**config.mk**
```make
export PLATFORM = sky130hd
export DESIGN_NAME = wb_port_arbiter
export DESIGN_NICKNAME = d
export VERILOG_FILES = /design/src/rtl/wb_arb_pkg.sv /design/src/rtl/wb_fifo.sv /design/src/rtl/wb_port_arbiter.sv
export SDC_FILE = /design/constraint.sdc
export NUM_CORES = 1
export LEC_CHECK = 0
export CAP_MARGIN = 40
export CORE_UTILIZATION = 50
export CTS_CLUSTER_SIZE = 20
export DETAILED_ROUTE_END_ITERATION = 10
export PLACE_DENSITY_LB_ADDON = 0.05
export SLEW_MARGIN = 20
export SYNTH_ARGS = -nofsm -noshare
export SYNTH_HDL_FRONTEND = slang
export SYNTH_SLANG_ARGS = --single-unit
export TNS_END_PERCENT = 20
```
**constraint.sdc**
```tcl
create_clock -name clk -period 5.4 [get_ports clk]
set_input_delay 1.62 -clock clk [delete_from_list [all_inputs] [get_ports clk]]
set_output_delay 1.62 -clock clk [all_outputs]
set_load 0.01 [all_outputs]
```
**src/rtl/wb_arb_pkg.sv**
```systemverilog
// Shared types for the register-file writeback port arbiter.
// Default data/address widths; wb_req_t is built from these.
package wb_arb_pkg;

  localparam int DEF_XLEN   = 32;
  localparam int DEF_REG_AW = 5;

  typedef struct packed {
    logic                  we;
    logic [DEF_REG_AW-1:0] rd;
    logic [DEF_XLEN-1:0]   data;
  } wb_req_t;

  typedef enum logic [1:0] {
    GNT_NONE,
    GNT_PIPE,
    GNT_FIFO
  } grant_e;

endpackage

```
**src/rtl/wb_fifo.sv**
```systemverilog
// Small synchronous FIFO of writeback requests with a kill-by-destination port.
// Kill clears the write bit of stored entries only; a same-cycle push is not affected.
module wb_fifo
  import wb_arb_pkg::*;
#(
  parameter int DEPTH = 2
) (
  input  logic                     clk,
  input  logic                     rst,
  input  logic                     push,
  input  wb_req_t                  push_req,
  input  logic                     pop,
  input  logic                     kill,
  input  logic [DEF_REG_AW-1:0]    kill_rd,
  output wb_req_t                  head,
  output logic [$clog2(DEPTH):0]   count
);

  localparam int PW = $clog2(DEPTH);

  wb_req_t        mem [DEPTH];
  logic [PW-1:0]  wr_ptr;
  logic [PW-1:0]  rd_ptr;

  assign head = mem[rd_ptr];

  always_ff @(posedge clk or posedge rst) begin
    if (rst) begin
      wr_ptr <= '0;
      rd_ptr <= '0;
      count  <= '0;
      for (int i = 0; i < DEPTH; i++) mem[i] <= '0;
    end else begin
      for (int i = 0; i < DEPTH; i++) begin
        if (kill && mem[i].rd == kill_rd) mem[i].we <= 1'b0;
      end
      // Later assignment wins, so the incoming entry keeps its write bit.
      if (push) begin
        mem[wr_ptr] <= push_req;
        wr_ptr      <= wr_ptr + 1'b1;
      end
      if (pop) rd_ptr <= rd_ptr + 1'b1;
      case ({push, pop})
        2'b10:   count <= count + 1'b1;
        2'b01:   count <= count - 1'b1;
        default: count <= count;
      endcase
    end
  end

endmodule

```
**src/rtl/wb_port_arbiter.sv**
```systemverilog
// Arbitrates the register-file write port between pipeline writeback and buffered multi-cycle results.
// Optional stall-cycle counter enabled by defining WB_ARB_PERF_EN.
module wb_port_arbiter
  import wb_arb_pkg::*;
#(
  parameter int XLEN       = DEF_XLEN,
  parameter int REG_AW     = DEF_REG_AW,
  parameter int FIFO_DEPTH = 2
`ifdef WB_ARB_PERF_EN
  ,
  parameter int CNT_W      = 16
`endif
) (
  input  logic              clk,
  input  logic              rst,
  input  logic              pipe_valid,
  input  logic              pipe_we,
  input  logic [REG_AW-1:0] pipe_rd,
  input  logic [XLEN-1:0]   pipe_data,
  output logic              pipe_stall,
  input  logic              mc_valid,
  input  logic [REG_AW-1:0] mc_rd,
  input  logic [XLEN-1:0]   mc_data,
  output logic              mc_ready,
  output logic              rf_we,
  output logic [REG_AW-1:0] rf_waddr,
  output logic [XLEN-1:0]   rf_wdata,
  output logic              busy
`ifdef WB_ARB_PERF_EN
  ,
  output logic [CNT_W-1:0]  perf_stalls
`endif
);

  localparam int CW = $clog2(FIFO_DEPTH) + 1;

  logic          pipe_req;
  logic          full;
  logic          empty;
  logic          push;
  logic          pop;
  logic          kill;
  logic [CW-1:0] count;
  wb_req_t       head;
  wb_req_t       push_req;
  grant_e        grant;

  assign pipe_req = pipe_valid & pipe_we;
  assign full     = (count == CW'(FIFO_DEPTH));
  assign empty    = (count == '0);
  assign mc_ready = !full;
  assign busy     = !empty;
  assign push     = mc_valid & mc_ready;
  assign pop      = (grant == GNT_FIFO);
  assign kill     = (grant == GNT_PIPE);
  assign push_req = '{we: 1'b1, rd: mc_rd, data: mc_data};

  // A full buffer must drain ahead of the pipeline, otherwise the unit could deadlock.
  always_comb begin
    grant      = GNT_NONE;
    pipe_stall = 1'b0;
    if (pipe_req && full) begin
      grant      = GNT_FIFO;
      pipe_stall = 1'b1;
    end else if (pipe_req) begin
      grant = GNT_PIPE;
    end else if (!empty) begin
      grant = GNT_FIFO;
    end
  end

  wb_fifo #(.DEPTH(FIFO_DEPTH)) u_fifo (
    .clk      (clk),
    .rst      (rst),
    .push     (push),
    .push_req (push_req),
    .pop      (pop),
    .kill     (kill),
    .kill_rd  (pipe_rd),
    .head     (head),
    .count    (count)
  );

  always_ff @(posedge clk or posedge rst) begin
    if (rst) begin
      rf_we    <= 1'b0;
      rf_waddr <= '0;
      rf_wdata <= '0;
    end else begin
      case (grant)
        GNT_PIPE: begin
          rf_we    <= (pipe_rd != '0);
          rf_waddr <= pipe_rd;
          rf_wdata <= pipe_data;
        end
        GNT_FIFO: begin
          rf_we    <= head.we && (head.rd != '0);
          rf_waddr <= head.rd;
          rf_wdata <= head.data;
        end
        default: rf_we <= 1'b0;
      endcase
    end
  end

`ifdef WB_ARB_PERF_EN
  always_ff @(posedge clk or posedge rst) begin
    if (rst)                               perf_stalls <= '0;
    else if (pipe_stall && perf_stalls != '1) perf_stalls <= perf_stalls + 1'b1;
  end
`endif

endmodule
```
==> results of run 1 <==
[through the flow]
step / hold slack [ns] / power, uW / utilization / cell area [um^2]
6_report: 0.484 / 4620 / 0.702 / 7180
5_1_grt: 0.508 / 4900 / 0.702 / 7180
4_1_cts: 0.487 / 4650 / 0.697 / 7130
3_5_place_dp: 0.475 / 3450 / 0.636 / 6510
3_3_place_gp: 0.461 / 3380 / 0.633 / 6480
2_1_floorplan: 0.449 / 2830 / - / 5250
[worst paths after layout]
| check | from | to | slack, ns | cells after the start |
|---|---|---|---|---|
| worst max register to register | u_fifo.count[0] | register | 3.10 | 5 |
| min in group asynchronous | rst | rf_wdata[6] | 1.36 | 2 |
| max in group asynchronous | rst | u_fifo.mem[75] | 3.09 | 4 |
| worst min register to register | rf_wdata[24] | rf_wdata[24] | 0.48 | 2 |
| worst max-delay path | pipe_valid | pipe_stall | 0.85 | 4 |
| worst min-delay path | rf_wdata[24] | rf_wdata[24] | 0.48 | 2 |
[kinds of logic after synthesis]
group | count (synthesis)
xor gates and xnor gates | 15
adders and majority gates | 1
DFF | 118
buffers and inverters | 31
AOI/OAI and AO/OA | 43
and+or+nand+nor | 55
muxes | 117
[Yosys cell counts]
cell type / count
nor2_4: 1
nand4_1: 3
o21ai_0: 6
dfrtp_1: 118
or4_1: 1
nand3_2: 1
clkbuf_1: 5
nand2b_4: 1
ha_1: 1
a21o_1: 1
o31ai_1: 1
xnor2_1: 6
mux2_2: 79
inv_1: 2
buf_6: 7
and2b_4: 1
a31o_2: 1
nand2_1: 6
a221o_1: 32
inv_2: 1
nor3_1: 32
mux2i_1: 38
buf_4: 3
nor2_2: 1
a21bo_2: 1
xor2_1: 9
buf_2: 13
a21oi_2: 1
nand2_2: 1
nor2_1: 7
[critical path: cells and delay by family]
kind                   cells  cell delay [ns]
buffers and inverters      2             1.10
and+or+nand+nor            2             0.20
[power by group]
group          switching (uW)  internal [uW]
Sequential                330           1350
Combinational             717           1050
Clock                     378            792
Total                    1420           3190
[routing by layer]
metal | global-route usage | routed length [um] | vias up
li1 | - | - | 1647
met1 | 0.306 | 5400 | 1793
met2 | 0.379 | 5770 | 74
met3 | 0.0589 | 422 | 11
met4 | 0.0735 | 102 | 0
met5 | 0 | 0 | -
[cell type report]
cell class              instances  share of cell area
well taps                     136              0.0237
flip-flops and latches        118               0.412
clock buffers                  22              0.0659
inverters                       3             0.00192
multi-input cells             231               0.294
repair buffers                128               0.182
clock inverters                 9              0.0206
==> metrics, run 1 <==
vias per cell=5.45; Final setup viols=0; Worst EP required=3.78 ns; H-Tree Depth=4; data arrival time of the critical path=2.93 ns; Synth Area in Adders=0.00238; Finished Layout Cells=647; Critical-path top delay cell=clkdlybuf4s50_1; Placeable Area=10,200 um^2; Max transition margin=0.482; Setup TNS Final=0 ns; sequential area share after synthesis=0.563; Synth top area share=0.563; Avg Inst Size Synth=13.8 um^2; Root Buffer=clkbuf_8; post-synthesis simple-gate area fraction=0.0558; initial antenna violation count=0; total congestion overflow=0; Synth Area in Compound Gates=0.0749; Hold Crit Class=register to register; largest net degree at the start of global routing=68; # Post-CTS Setup Buffers=0; Die Area=10,900 um^2; Post-Place Cells=614; number of global-route vias before repair=3,804; Final nets=579; num rows=37; worst slew pin tran=0.775 ns; status=complete, no violations; area of the multi-input gates=2110 um^2; dpl hpwl=7290 um; pre-CTS setup slack=0.855 ns; largest area contributor in the synthesized netlist=dfrtp_1; Seq cells post-synth=118; drt pass-1 iters=4; antenna cell count=0; routability cong.=0.743; Boundary Pins=120; drt total wl=11,700 um; crit path kind=input port to output port; Max Cap Viol=0; most frequent cells in the layout=clkdlybuf4s50_1, dfrtp_1, mux2_2; TritonCTS clock tree=built; post-cts resize count=0; main combinational cell family by area after synthesis=multiplexers; Vias=3,525; port bufs=119; crit-path cells=clkdlybuf4s50_1 -> nand2_1 -> nor2_1 -> clkdlybuf4s50_1; DR DRC count=0; fin crit share=0.842; commonest non-fill, non-tap cell in the layout=clkdlybuf4s50_1; clock sinks=118; f_max=0.220 GHz; CP Capture Type=output port; Max VDD drop=0.000353 V; Storage cell area=2960 um^2; Clock transition at path regs=0.05 ns; layout cells sized above 1=0.254; Final min period=4.55 ns; mux cell area share after synthesis=0.242; Max FO, Critical Path=3; Post-CTS Hold Buffers=0; Slew Limit Fails=0; Antenna Violating Nets Remaining=0; Syn Inst Count=380; Synth cell types=30; power per cell area=643 nW/um^2; synth top area cells=dfrtp_1, mux2_2, mux2i_1; Max clock buf depth=2; most frequent CP cell=clkdlybuf4s50_1; fill count=751; RSZ-0062 raised after global routing=false; cts bufs inserted=17; chip height=104 um; Area growth syn-to-layout=36.8%; Worst Skew=0.00911 ns; WL/cell=18.1 um; Syn. warnings=0; Post-Synth XOR/XNOR Area=0.0250; synthesized area=5250 um^2; P_leak=0.00305 uW; number of failing hold endpoints at the final stage=0; GR Util All Layers=0.233; Die Width=104 um; First DRT Iteration DRCs=96; Worst-Skew Late Latency=0.51 ns; Starting Density=0.513; post-route setup slack=0.851 ns; syn nets=460; first-pass GRT wire length=19,500 um; startpoint class of the critical path=input port; biggest cell delay along the critical path=0.56 ns
No activity file was read; power rests on OpenSTA's default activity.
==> inputs of run 2 (changes only) <==
- clock period: 5.4 -> 4.7 ns (I/O delays scaled with it)
==> run 2 against run 1 <==
- via count increased by 0.65%
- register-to-register slack got worse by 0.55 ns
- combinational power up 18%
- routed wire length fell by 0.96%
- highest routed layer unchanged
- cell area decreased by 1.6%
- critical path depth unchanged
- flip-flop and latch count stayed put
==> metrics, run 2 (synthesis results as in run 1) <==
Max VDD drop=0.000398 V (+13%); Setup TNS Final=0 ns (unchanged); port bufs=119 (unchanged); dpl hpwl=7350 um (+0.86%); RSZ-0062 raised after global routing=false; drt pass-1 iters=4 (unchanged); crit path buf inv count=2 (unchanged); Boundary Pins=120 (unchanged); biggest cell delay along the critical path=0.55 ns (about the same); P_leak=0.00299 uW (-1.8%); data arrival time of the critical path=2.71 ns (-0.22 ns); Vias=3,548 (+0.65%); fill count=792 (+5.5%); Final setup viols=0 (unchanged); total congestion overflow=0 (unchanged); Post-CTS Hold Buffers=0 (unchanged); Root Buffer=clkbuf_8; initial antenna violation count=0 (unchanged); WL/cell=18.0 um (-0.50%); Max transition margin=0.477 (-0.00462); Post-Place Cells=613 (-0.16%); placed inst area=6510 um^2 (unchanged); most frequent CP cell=clkdlybuf4s50_1; power per cell area=725 nW/um^2 (+13%); Worst Hold Path EP=u_fifo.mem[75]; Max clock buf depth=2 (unchanged); Worst EP required=3.29 ns (-0.49 ns); DR DRC count=0 (unchanged); chip height=104 um (unchanged); Finished Layout Cells=644 (-0.46%); Clock transition at path regs=0.05 ns (about the same); commonest non-fill, non-tap cell in the layout=clkdlybuf4s50_1; Placeable Area=10,200 um^2 (unchanged); RR Endpoint=u_fifo.count[1]; HP Start=u_fifo.mem[75]; routability cong.=0.714 (-3.9%); hold depth=1 (-1); cts bufs inserted=17 (unchanged); Antenna Violating Nets Remaining=0 (unchanged); Critical-path top delay cell=clkdlybuf4s50_1; fin crit share=0.877; r2r startpoint=u_fifo.count[0]; crit-path cells=clkdlybuf4s50_1 -> nand2_1 -> nor2_1 -> clkdlybuf4s50_1; CP Capture Type=output port; Final nets=577 (-0.35%); Area growth syn-to-layout=34.6%; crit path kind=input port to output port; layout cells sized above 1=0.242 (-0.0123); Max FO, Critical Path=3 (unchanged); Starting Density=0.513 (unchanged); H-Tree Depth=4 (unchanged); Worst Skew=0.00996 ns (+0.000855 ns); r2r setup slk=2.55 ns (-0.55 ns); GR Util All Layers=0.232 (-0.00166); clock sinks=118 (unchanged); startpoint class of the critical path=input port; most frequent cells in the layout=clkdlybuf4s50_1, dfrtp_1, mux2_2; R2R depth=7 (+2); Final Cell Area=7060 um^2 (-1.6%); Worst-Skew Late Latency=0.51 ns (about the same); Max Cap Viol=0 (unchanged); Final min period=4.12 ns; # Post-CTS Setup Buffers=0 (unchanged); Die Width=104 um (unchanged); antenna cell count=0 (unchanged); first-pass GRT wire length=19,400 um (-0.99%); worst slew pin tran=0.782 ns (+0.00703 ns); Slew Limit Fails=0 (unchanged); Worst path top cell family by delay=buffers and inverters; number of global-route vias before repair=3,922 (+3.1%); TritonCTS clock tree=built; First DRT Iteration DRCs=137 (+43%); f_max=0.243 GHz; num rows=37 (unchanged); Die Area=10,900 um^2 (unchanged); post-cts resize count=0 (unchanged); drt total wl=11,600 um (-0.96%); status=complete, no violations; pre-CTS setup slack=0.581 ns (-0.274 ns); Hold Crit Class=register to register; number of failing hold endpoints at the final stage=0 (unchanged); vias per cell=5.51 (+1.1%); largest net degree at the start of global routing=68 (unchanged); post-route setup slack=0.578 ns (-0.274 ns)
[run 2: worst max path at each step]
stage / to / depth (start not counted) / slack [ns] / start
4_1_cts: pipe_stall / 4 / 0.57 / pipe_valid
6_report: pipe_stall / 4 / 0.58 / pipe_valid
2_1_floorplan: async pin / 1 / 0.16 / rst
5_1_grt: pipe_stall / 4 / 0.51 / pipe_valid
3_3_place_gp: pipe_stall / 4 / 0.59 / pipe_valid
3_5_place_dp: pipe_stall / 4 / 0.58 / pipe_valid
[run 2: through the flow]
step,utilization,hold WS [ns],power [uW]
floorplan,-,0.449,3250
global placement,0.636,0.461,3900
detailed placement,0.636,0.470,3970
CTS,0.689,0.482,5160
global route,0.690,0.509,5430
finish,0.690,0.479,5120
[run 2: area by class of cell]
type,count,area (um^2),area share
Multi-Input combinational cell,231,2110,0.299
Timing Repair Buffer,126,1280,0.181
Tap cell,136,170,0.0241
Clock buffer,26,488,0.0691
Inverter,3,13.8,0.00195
Clock inverter,4,45.0,0.00638
Sequential cell,118,2950,0.418
[run 2: power by group]
part           leakage [uW]  switching [uW]  internal [uW]  total, uW
sequential          0.00139             335           1550       1880
combinational       0.00133             870           1210       2080
clock              0.000265             415            748       1160
[run 2: per-layer routing]
layer | vias to the layer above | GRT usage | wire, um | part of all wire
met4 | 0 | 0.0959 | 179 | 0.015
met1 | 1808 | 0.294 | 5330 | 0.46
met5 | - | 0 | 0 | 0
met3 | 13 | 0.0589 | 438 | 0.038
li1 | 1646 | - | - | -
met2 | 81 | 0.377 | 5640 | 0.49
